`src/rtl/ud_bcd_counter_n.sv`:
```
// rtl/ud_bcd_counter_n.sv - multi-digit up/down packed-BCD counter with load, cascade tc and sticky wrap
// Optional BCD_SAT_EN: saturate at all 9s / all 0s instead of wrapping.
module ud_bcd_counter_n #(
   parameter int DIGITS = 4
) (
   input  logic                  clk,
   input  logic                  rst,
   input  logic                  en,
   input  logic                  x,
   input  logic                  load,
   input  logic [4*DIGITS-1:0]   din,
   output logic [4*DIGITS-1:0]   q,
   output logic                  tc,
   output logic                  wrap,
   output logic                  err
);

   localparam int W = 4*DIGITS;

   logic [W-1:0] q_up;
   logic [W-1:0] q_dn;
   logic [W-1:0] din_fix;
   logic         din_bad;
   logic         all_nine;
   logic         all_zero;
   logic         carry;
   logic         borrow;
   logic [3:0]   dig;
   logic [3:0]   ld_dig;

   // Ripple carry/borrow across all digits in one cycle; q is always valid BCD.
   always_comb begin
      q_up     = q;
      q_dn     = q;
      din_fix  = din;
      din_bad  = 1'b0;
      all_nine = 1'b1;
      all_zero = 1'b1;
      carry    = 1'b1;
      borrow   = 1'b1;
      dig      = 4'd0;
      ld_dig   = 4'd0;
      for (int i = 0; i < DIGITS; i++) begin
         dig = q[4*i +: 4];
         if (carry)
            q_up[4*i +: 4] = (dig == 4'd9) ? 4'd0 : dig + 4'd1;
         if (borrow)
            q_dn[4*i +: 4] = (dig == 4'd0) ? 4'd9 : dig - 4'd1;
         carry    = carry  & (dig == 4'd9);
         borrow   = borrow & (dig == 4'd0);
         all_nine = all_nine & (dig == 4'd9);
         all_zero = all_zero & (dig == 4'd0);
         ld_dig = din[4*i +: 4];
         if (ld_dig > 4'd9) begin
            din_fix[4*i +: 4] = 4'd0;
            din_bad           = 1'b1;
         end
      end
   end

   assign tc = en & ((~x & all_nine) | (x & all_zero));

   always_ff @(posedge clk) begin
      if (!rst) begin
         q    <= '0;
         wrap <= 1'b0;
         err  <= 1'b0;
      end else if (load) begin
         q    <= din_fix;
         err  <= din_bad;
         wrap <= 1'b0;
      end else begin
         err <= 1'b0;
         if (en) begin
            if (!x) begin
               if (all_nine)
                  wrap <= 1'b1;
`ifdef BCD_SAT_EN
               if (!all_nine)
                  q <= q_up;
`else
               q <= q_up;
`endif
            end else begin
               if (all_zero)
                  wrap <= 1'b1;
`ifdef BCD_SAT_EN
               if (!all_zero)
                  q <= q_dn;
`else
               q <= q_dn;
`endif
            end
         end
      end
   end

endmodule

```
`config.mk`:
```
export PLATFORM = sky130hd
export DESIGN_NAME = ud_bcd_counter_n
export DESIGN_NICKNAME = d
export VERILOG_FILES = /design/src/rtl/ud_bcd_counter_n.sv
export SDC_FILE = /design/constraint.sdc
export NUM_CORES = 1
export LEC_CHECK = 0
export CAP_MARGIN = 20
export CORE_ASPECT_RATIO = 1.75
export CORE_MARGIN = 1
export CORE_UTILIZATION = 49
export CTS_CLUSTER_SIZE = 10
export DETAILED_ROUTE_END_ITERATION = 10
export GPL_TIMING_DRIVEN = 0
export HOLD_SLACK_MARGIN = 0.08
export PLACE_DENSITY = 0.8
export SLEW_MARGIN = 5
export SYNTH_ARGS = -nofsm -noshare
export SYNTH_HDL_FRONTEND = slang
export SYNTH_SLANG_ARGS = --single-unit
```
`constraint.sdc`:
```
create_clock -name clk -period 1.93 [get_ports clk]
set_input_delay 0.386 -clock clk [delete_from_list [all_inputs] [get_ports clk]]
set_output_delay 0.386 -clock clk [all_outputs]
set_load 0.02 [all_outputs]
```
# [Yosys cells after proc, flatten, opt, wreduce, memory -nomap -nowiden]
# Cells that the tools add are included.
[classes] addsub=8 magnitude_cmp=4 n_eq_ne=8 muxes=28 bitwise_logic=12 reduce_logical=15
[op_table] op="two-way mux 4 bit" count=18
[op_table] op="two-way mux 16 bit" count=3
[op_table] op="adder 4 x 1 -> 4 bit, second input constant" count=4
[op_table] op="== test 4 bit, second input constant" count=4
[op_table] op="greater-than comparator 4 bit, second input constant" count=4
[op_table] op="logical NOT 4 bit" count=4
[op_table] op="subtractor 4 x 1 -> 4 bit, second input constant" count=4
[op_table] op="AND reduction 3 bit" count=4
[op_table] op="bitwise AND 1 bit" count=9
[op_table] op="inequality test 3 x 1 -> 1 bit, second input constant" count=3
[op_table] op="nonzero test 3 bit" count=3
[op_table] op="two-way mux 1 bit" count=7
[op_table] op="nonzero test 2 bit" count=2
[op_table] op="inequality test 2 x 1 -> 1 bit, second input constant" count=1
[op_table] op="inverter 1 bit" count=2
[op_table] op="AND reduction 2 bit" count=1
[op_table] op="OR reduction 2 bit" count=1
[op_table] op="bitwise OR 1 bit" count=1
[totals] reg_bits=18 in_bits=21 out_inout_bits=19 elab_cells=81

# [Longest topological paths before layout]
# Gate-level depths: netlist of the first run.
[logic_depth] depth_word=7 ltp_mapped=7 mapped_depth_nobuf=5

# [Least setup slack after synthesis of the first run]
# No wires, ideal clock.
[synth_timing] kind="reg2out" start="reg q[4]" end="out tc" t_arrival_ps=1666 required_time_ps=1544 slack_ps=-122 stages_incl_launch_ff=6 n_path_buf=1 cell_sequence="dfxtp_1 buf_4 nor4bb_1 and4_1 nand4_1 a21boi_1"
[synth_via] elab_chain_cells=7 elab_cells_between_ends=12 classes_between="eq/ne: 1; bitwise: 10; reduce/logical: 1"
[synth_lines] element="start: declaration" line="12" source="output logic [4*DIGITS-1:0] q,"
[synth_lines] element="start signal: assignment" line="69" source="q <= din_fix;"
[synth_lines] element="start signal: assignment" line="82" source="q <= q_up;"
[synth_lines] element="start signal: assignment" line="91" source="q <= q_dn;"
[synth_lines] element="== test 4 bit or logical NOT 4 bit (tied branches)" line="51, 52"
[synth_lines] element="bitwise AND 1 bit (on tied branches) (3 in a row)" line="51, 52"
[synth_lines] element="bitwise AND 1 bit" line="61" source="assign tc = en & ((~x & all_nine) | (x & all_zero));"
[synth_lines] element="bitwise OR 1 bit (*)" line="61"
[synth_lines] element="bitwise AND 1 bit (*)" line="61"
[synth_lines] element="end: declaration" line="13" source="output logic tc,"
# Mark *: on every way between the ends. The rest lies on a longest branch, timed or not.

# [Worst setup path in the final report of the first run]
[layout_timing] start="reg q[6]" end="out tc"
# Same word-level chain as after synthesis.

==> flow_metrics.env, run 1 <==
export IMPL_multi_input_area_um2=1130
export IMPL_max_freq_mhz=463
export IMPL_wl_per_cell_um=15.4
export IMPL_groute_usage_overall_pct=28.7
export IMPL_rsz0062_at_grt="true"
export IMPL_placed_cells=288
export IMPL_swShare_pct=37.3
export IMPL_synth_main_ff_cell="dfxtp_1"
export IMPL_cp_cell_sequence="buf_6 > nor4bb_4 > and4_1 > nand4_1 > a21boi_2 > buf_4"
export IMPL_rows=26
export IMPL_min_period_ns=2.16
export IMPL_final_fill_count=258
export IMPL_core_um2=2990
export IMPL_viasPerCell=6.14
export IMPL_finalNonFillerCells=299
export IMPL_synth_net_count=230
export IMPL_hold_buffers=0
export IMPL_ys_async_sr_fraction_pct=0
export IMPL_start_util_pct=52.6
export IMPL_clk_path_buf_depth=2
export IMPL_synth_compound_area_share_pct=33.4
export IMPL_required_ns=1.54
export IMPL_irDropWorstVdd_mv=0.426
export IMPL_tns_ns=-0.286
export IMPL_critPathSlowestCell="dfxtp_2"
export IMPL_first_pass_iters=4
export IMPL_clkPwrFrac_pct=22.1
export IMPL_hold_slack_ns=0.508
export IMPL_critPathMaxFanout=3
export IMPL_die_area_um2=3450
export IMPL_violations="setup timing"
export IMPL_layout_setup_ws_ns=-0.230
export IMPL_place_congestion=0.859
export IMPL_cp_top_family="simple AND/OR/NAND/NOR gates"
export IMPL_finalHoldViolCount=0
export IMPL_powerDensity_nw_per_um2=601
export IMPL_grt_pass1_wl_um=7500
export IMPL_fp_dieW_um=44.8
export IMPL_initialDrtViolationCount=86
export IMPL_cts_sinks=18
export IMPL_slew_violations=0
export IMPL_muxShareOfSynthArea_pct=1.27
export IMPL_final_nets=280
export IMPL_pwr_share_seq_pct=34.0
export IMPL_intPower_uw=819
export IMPL_vias=1836
export IMPL_crit_arrival_ns=1.77
export IMPL_htree_num_levels=1
export IMPL_yosysWarnings=0
export IMPL_pwr_share_comb_pct=43.8
export IMPL_synthAdderAreaFrac_pct=0
export IMPL_synth_area_top_cells="dfxtp_1, a21oi_1, o21ai_0, nor2_1, nor2b_1"
export IMPL_avgSynthCellArea_um2=7.53
export IMPL_hpwl_um=3120
export IMPL_synthCells=209
export IMPL_synth_seq_area_share_pct=22.9
export IMPL_drv_cap=0
export IMPL_p_leak_nw=0.815
export IMPL_cts_tree="done"
export IMPL_skew_ns=0.00257
export IMPL_grt_max_degree=11
export IMPL_min_period_over_period_pct=112
export IMPL_setup_viol=4
export IMPL_portBuffers=37
export IMPL_grt_pass1_vias=1557
export IMPL_regArea_um2=365
export IMPL_status="finished with violations"
export IMPL_diodes=0
export IMPL_cts_buffers=3
export IMPL_pin_count=40
export IMPL_wl_um=4600
export IMPL_syn_cell_area_um2=1570
export IMPL_synth_cell_types=56
export IMPL_critPathLaunchType="flop"
export IMPL_place_ws_ns=-0.838
export IMPL_ctsRootBufferMaster="clkbuf_8"
export IMPL_path_class="reg -> out"
export IMPL_synth_top_area_cell="dfxtp_1"
export IMPL_drtAntennaViolNets=0
export IMPL_grt_antenna_before_repair=0
export IMPL_critical_path_buf_inv_count=2
export IMPL_drive_gt1_share_pct=17.5
export IMPL_worst_pin_slew_ns=0.620
export IMPL_clk_latency_ns=0.26
export IMPL_synthXorXnorAreaFrac_pct=4.45
export IMPL_cts_clk_slew_worst_paths_ns=0.08
export IMPL_cpPeakStageDelay_ns=0.33
export IMPL_drc=0
export IMPL_netlist_top_cells_count="a21oi_1, dfxtp_1, nor2_1, o21ai_0, clkbuf_1"
export IMPL_end_kind="primary output"
export IMPL_area_delta_synth_final_pct=38.2
export IMPL_synth_top_cell_area_share_pct=22.9
export IMPL_synth_top_family_by_area="compound AO/OA/AOI/OAI gates"
export IMPL_p_switching_uw=487
export IMPL_maxSlewHeadroom_pct=58.6
export IMPL_synth_simple_area_share_pct=29.3
export IMPL_ys_seq_elements=18
export IMPL_die_h_um=77.0
export IMPL_synth_edff_count=0
export IMPL_gr_total_overflow=0
export IMPL_final_util_pct=72.7
export IMPL_min_delay_path_class="reg -> reg"
-- flip-flops by register name, summed over array words and instances, names as in the netlist --
register  cells
wrap          1
err           1
q            16
-- power groups by stage --
stage | combinational (mW) | sequential (mW) | clock [mW]
4_1_cts | 0.561 | 0.444 | 0.287
3_5_place_dp | 0.525 | 0.445 | 0
5_1_grt | 0.620 | 0.450 | 0.309
2_1_floorplan | 0.313 | 0.481 | 0
3_3_place_gp | 0.519 | 0.444 | 0
6_report | 0.573 | 0.445 | 0.289
-- layout make-up --
type	instances	area share, %
Multi-Input combinational cell	162	52.0
Timing Repair Buffer	45	19.6
Sequential cell	18	16.8
Inverter	9	1.55
Clock buffer	3	1.90
Tap cell	42	2.42
Buffer	20	5.69
-- final timing paths --
| path | from | to | slack (ns) | cells after the start |
|---|---|---|---|---|
| hold reg to reg | wrap | wrap | 0.51 | 1 |
| hold / removal | wrap | wrap | 0.51 | 1 |
| setup / recovery | q[6] | tc | -0.23 | 6 |
| setup reg to reg | q[9] | q[12] | -0.03 | 8 |
-- through the flow --
step | power (mW) | area (µm²)
detailed placement | 0.969 | 2000
finish | 1.31 | 2180
CTS | 1.29 | 2160
global route | 1.38 | 2180
global placement | 0.963 | 2000
floorplan | 0.794 | 1580
-- cell families (layout without fill, tap and decap cells) --
family / count (synthesis) / count (layout)
AOI/OAI and AO/OA: 76 / 76
and+or+nand+nor: 76 / 76
buffers and inverters: 29 / 77
DFF: 18 / 18
xor gates and xnor gates: 8 / 8
muxes: 2 / 2
-- layout by cell type (no fill, tap or decap), types with 6 or more instances in the layout --
cell and instances:
a21oi_1 18, buf_4 10, clkbuf_1 8, clkdlybuf4s50_1 35, dfxtp_1 14, inv_1 9
nand2_1 10, nand2b_1 6, nor2_1 18, nor2b_1 8, o21ai_0 18
-- per-layer routing --
metal  vias up  part of all wire (%)  track usage [%]
li1        876                     -                -
met1       876                    39             34.5
met2        70                    54             48.1
met3        14                   4.4             3.53
met4         0                   2.4             13.6
met5         -                     0                0
-- what timing repair did --
item	CTS	global route
buffers inserted	6	2
pin swaps	8	2
cloned	0	0
setup endpoints to repair	4	6
gates resized for setup	21	5
No activity file was read; power rests on OpenSTA's default activity.
==> run 2, diff against run 1 <==
--- a/config.mk
+++ b/config.mk
@@ -6,7 +6,6 @@
 export NUM_CORES = 1
 export LEC_CHECK = 0
 export CAP_MARGIN = 20
-export CORE_ASPECT_RATIO = 1.75
 export CORE_MARGIN = 1
 export CORE_UTILIZATION = 49
 export CTS_CLUSTER_SIZE = 10
==> run 2 against run 1 <==
The run still ends with setup timing left. Clock power fell by 31%. Critical path depth did not move. Core utilization fell by 0.16 points. Wire length rose by 1.1%. Flip-flop and latch count did not move. Combinational power rose by 3.7%. Non-clock buffer count rose by 5. Clock skew fell by 0.0016 ns. Critical path type unchanged. Critical endpoint unchanged. Largest cell class unchanged. Highest routed layer unchanged.
==> flow_metrics.env, run 2 (synthesized netlist as in run 1, its figures left out) <==
export IMPL_status="finished with violations"
export IMPL_violations="setup timing"
export IMPL_cts_tree="done"
export IMPL_critPathMaxFanout=8
export IMPL_cts_sinks=18
export IMPL_max_freq_mhz=444
export IMPL_placed_cell_area_um2=2000
export IMPL_rows=20
export IMPL_layout_setup_ws_ns=-0.320
export IMPL_crit_reg2reg_launch="q[4]"
export IMPL_wl_um=4650
export IMPL_power_mw=1.24
export IMPL_end_kind="primary output"
export IMPL_clk_path_buf_depth=2
export IMPL_vias=1795
export IMPL_path_class="reg -> out"
export IMPL_slew_violations=0
export IMPL_fin_area_um2=2210
export IMPL_fp_dieW_um=58.7
export IMPL_area_delta_synth_final_pct=40.7
export IMPL_skew_ns=0.000979
export IMPL_largest_register="q"
export IMPL_hold_buffers=0
export IMPL_min_period_over_period_pct=117
export IMPL_finalHoldViolCount=0
export IMPL_maxSlewHeadroom_pct=60.3
export IMPL_diodes=0
export IMPL_reg2reg_slack_ns=0.07
export IMPL_cp_endpoint="tc"
export IMPL_place_congestion=0.889
export IMPL_drc=0
export IMPL_gr_total_overflow=0
export IMPL_min_period_ns=2.25
export IMPL_required_ns=1.54
export IMPL_cts_clk_slew_worst_paths_ns=0.11
export IMPL_start_util_pct=51.6
export IMPL_final_nets=285
export IMPL_drive_gt1_share_pct=20.2
export IMPL_final_util_pct=72.5
export IMPL_grt_antenna_before_repair=0
export IMPL_groute_usage_overall_pct=28.0
export IMPL_wl_per_cell_um=15.2
export IMPL_critPathLaunch="q[4]"
export IMPL_rsz0062_at_grt="true"
export IMPL_htree_num_levels=1
export IMPL_place_ws_ns=-0.867
export IMPL_ctsRootBufferMaster="clkbuf_4"
export IMPL_r2r_end="q[13]"
export IMPL_irDropWorstVdd_mv=0.311
export IMPL_clk_latency_ns=0.30
export IMPL_worst_pin_slew_ns=0.595
export IMPL_drtAntennaViolNets=0
export IMPL_powerDensity_nw_per_um2=560
export IMPL_final_fill_count=247
export IMPL_die_h_um=58.7
export IMPL_portBuffers=37
export IMPL_largest_register_ffs=16
export IMPL_die_area_um2=3440
export IMPL_pin_count=40
export IMPL_first_pass_iters=5
export IMPL_critPathLaunchType="flop"
export IMPL_viasPerCell=5.87
export IMPL_mostFrequentLayoutCells="clkdlybuf4s50_1, nor2_1, a21oi_1, o21ai_0, buf_4"
export IMPL_r2r_cells=7
export IMPL_drv_cap=0
export IMPL_final_common_cell="clkdlybuf4s50_1"
export IMPL_cts_buffers=3
export IMPL_hpwl_um=3110
export IMPL_grt_max_degree=11
export IMPL_setup_viol=1
export IMPL_crit_arrival_ns=1.86
export IMPL_grt_pass1_wl_um=7400
export IMPL_core_um2=3050
export IMPL_reg_top3="q x16, err x1, wrap x1"
export IMPL_initialDrtViolationCount=81
export IMPL_grt_pass1_vias=1609
export IMPL_p_leak_nw=0.837
export IMPL_min_delay_path_class="in -> reg"
[run 2: cell type report]
| type | instances | area (µm²) | area share (%) |
|---|---|---|---|
| plain buffers | 20 | 128 | 5.76 |
| clock buffers | 3 | 22.5 | 1.02 |
| inverters | 9 | 33.8 | 1.53 |
| multi-input cells | 162 | 1140 | 51.5 |
| flip-flops and latches | 18 | 367 | 16.6 |
| well taps | 44 | 55.1 | 2.49 |
| repair buffers | 50 | 468 | 21.1 |
[run 2: repair_timing]
action | CTS | global route
cloned | 0 | 0
endpoints found under the setup margin | 5 | 6
gates resized for setup | 22 | 8
setup buffers | 7 | 6
pin swaps | 5 | 3
[run 2: through the flow]
| stage | hold WS (ns) | TNS [ns] | std cells |
|---|---|---|---|
| after floorplan | 0.526 | 0 | 209 |
| after global placement | 0.503 | -3.52 | 290 |
| after detailed placement | 0.503 | -3.91 | 290 |
| after CTS | 0.472 | -0.272 | 300 |
| after global routing | 0.526 | -0.466 | 306 |
| final | 0.502 | -0.320 | 306 |
[run 2: how the worst min path moves through the flow]
stage,from,to,slack (ns),depth (start not counted)
floorplan,din[1],q[1],0.53,2
global placement,wrap,wrap,0.50,1
detailed placement,wrap,wrap,0.50,1
CTS,rst,err,0.47,3
global route,rst,q[9],0.53,3
finish,rst,q[3],0.50,3
[run 2: layer usage]
metal / track usage (%) / wire [µm]
met1: 39.0 / 2110
met2: 43.5 / 2140
met3: 2.86 / 311
met4: 13.3 / 83
met5: 0 / 0
[run 2: worst max-delay path, stage by stage, from the launching register on]
cell and delay [ns]:
dfxtp_2 0.36, buf_8 0.13, nor4bb_4 0.31, and4_4 0.27, nand4_1 0.11, a21boi_2 0.24
buf_6 0.15
[run 2: power by group]
| group | switching [mW] | internal [mW] | total, mW |
|---|---|---|---|
| Clock | 0.126 | 0.0729 | 0.199 |
| Sequential | 0.0397 | 0.407 | 0.446 |
| Combinational | 0.304 | 0.289 | 0.594 |
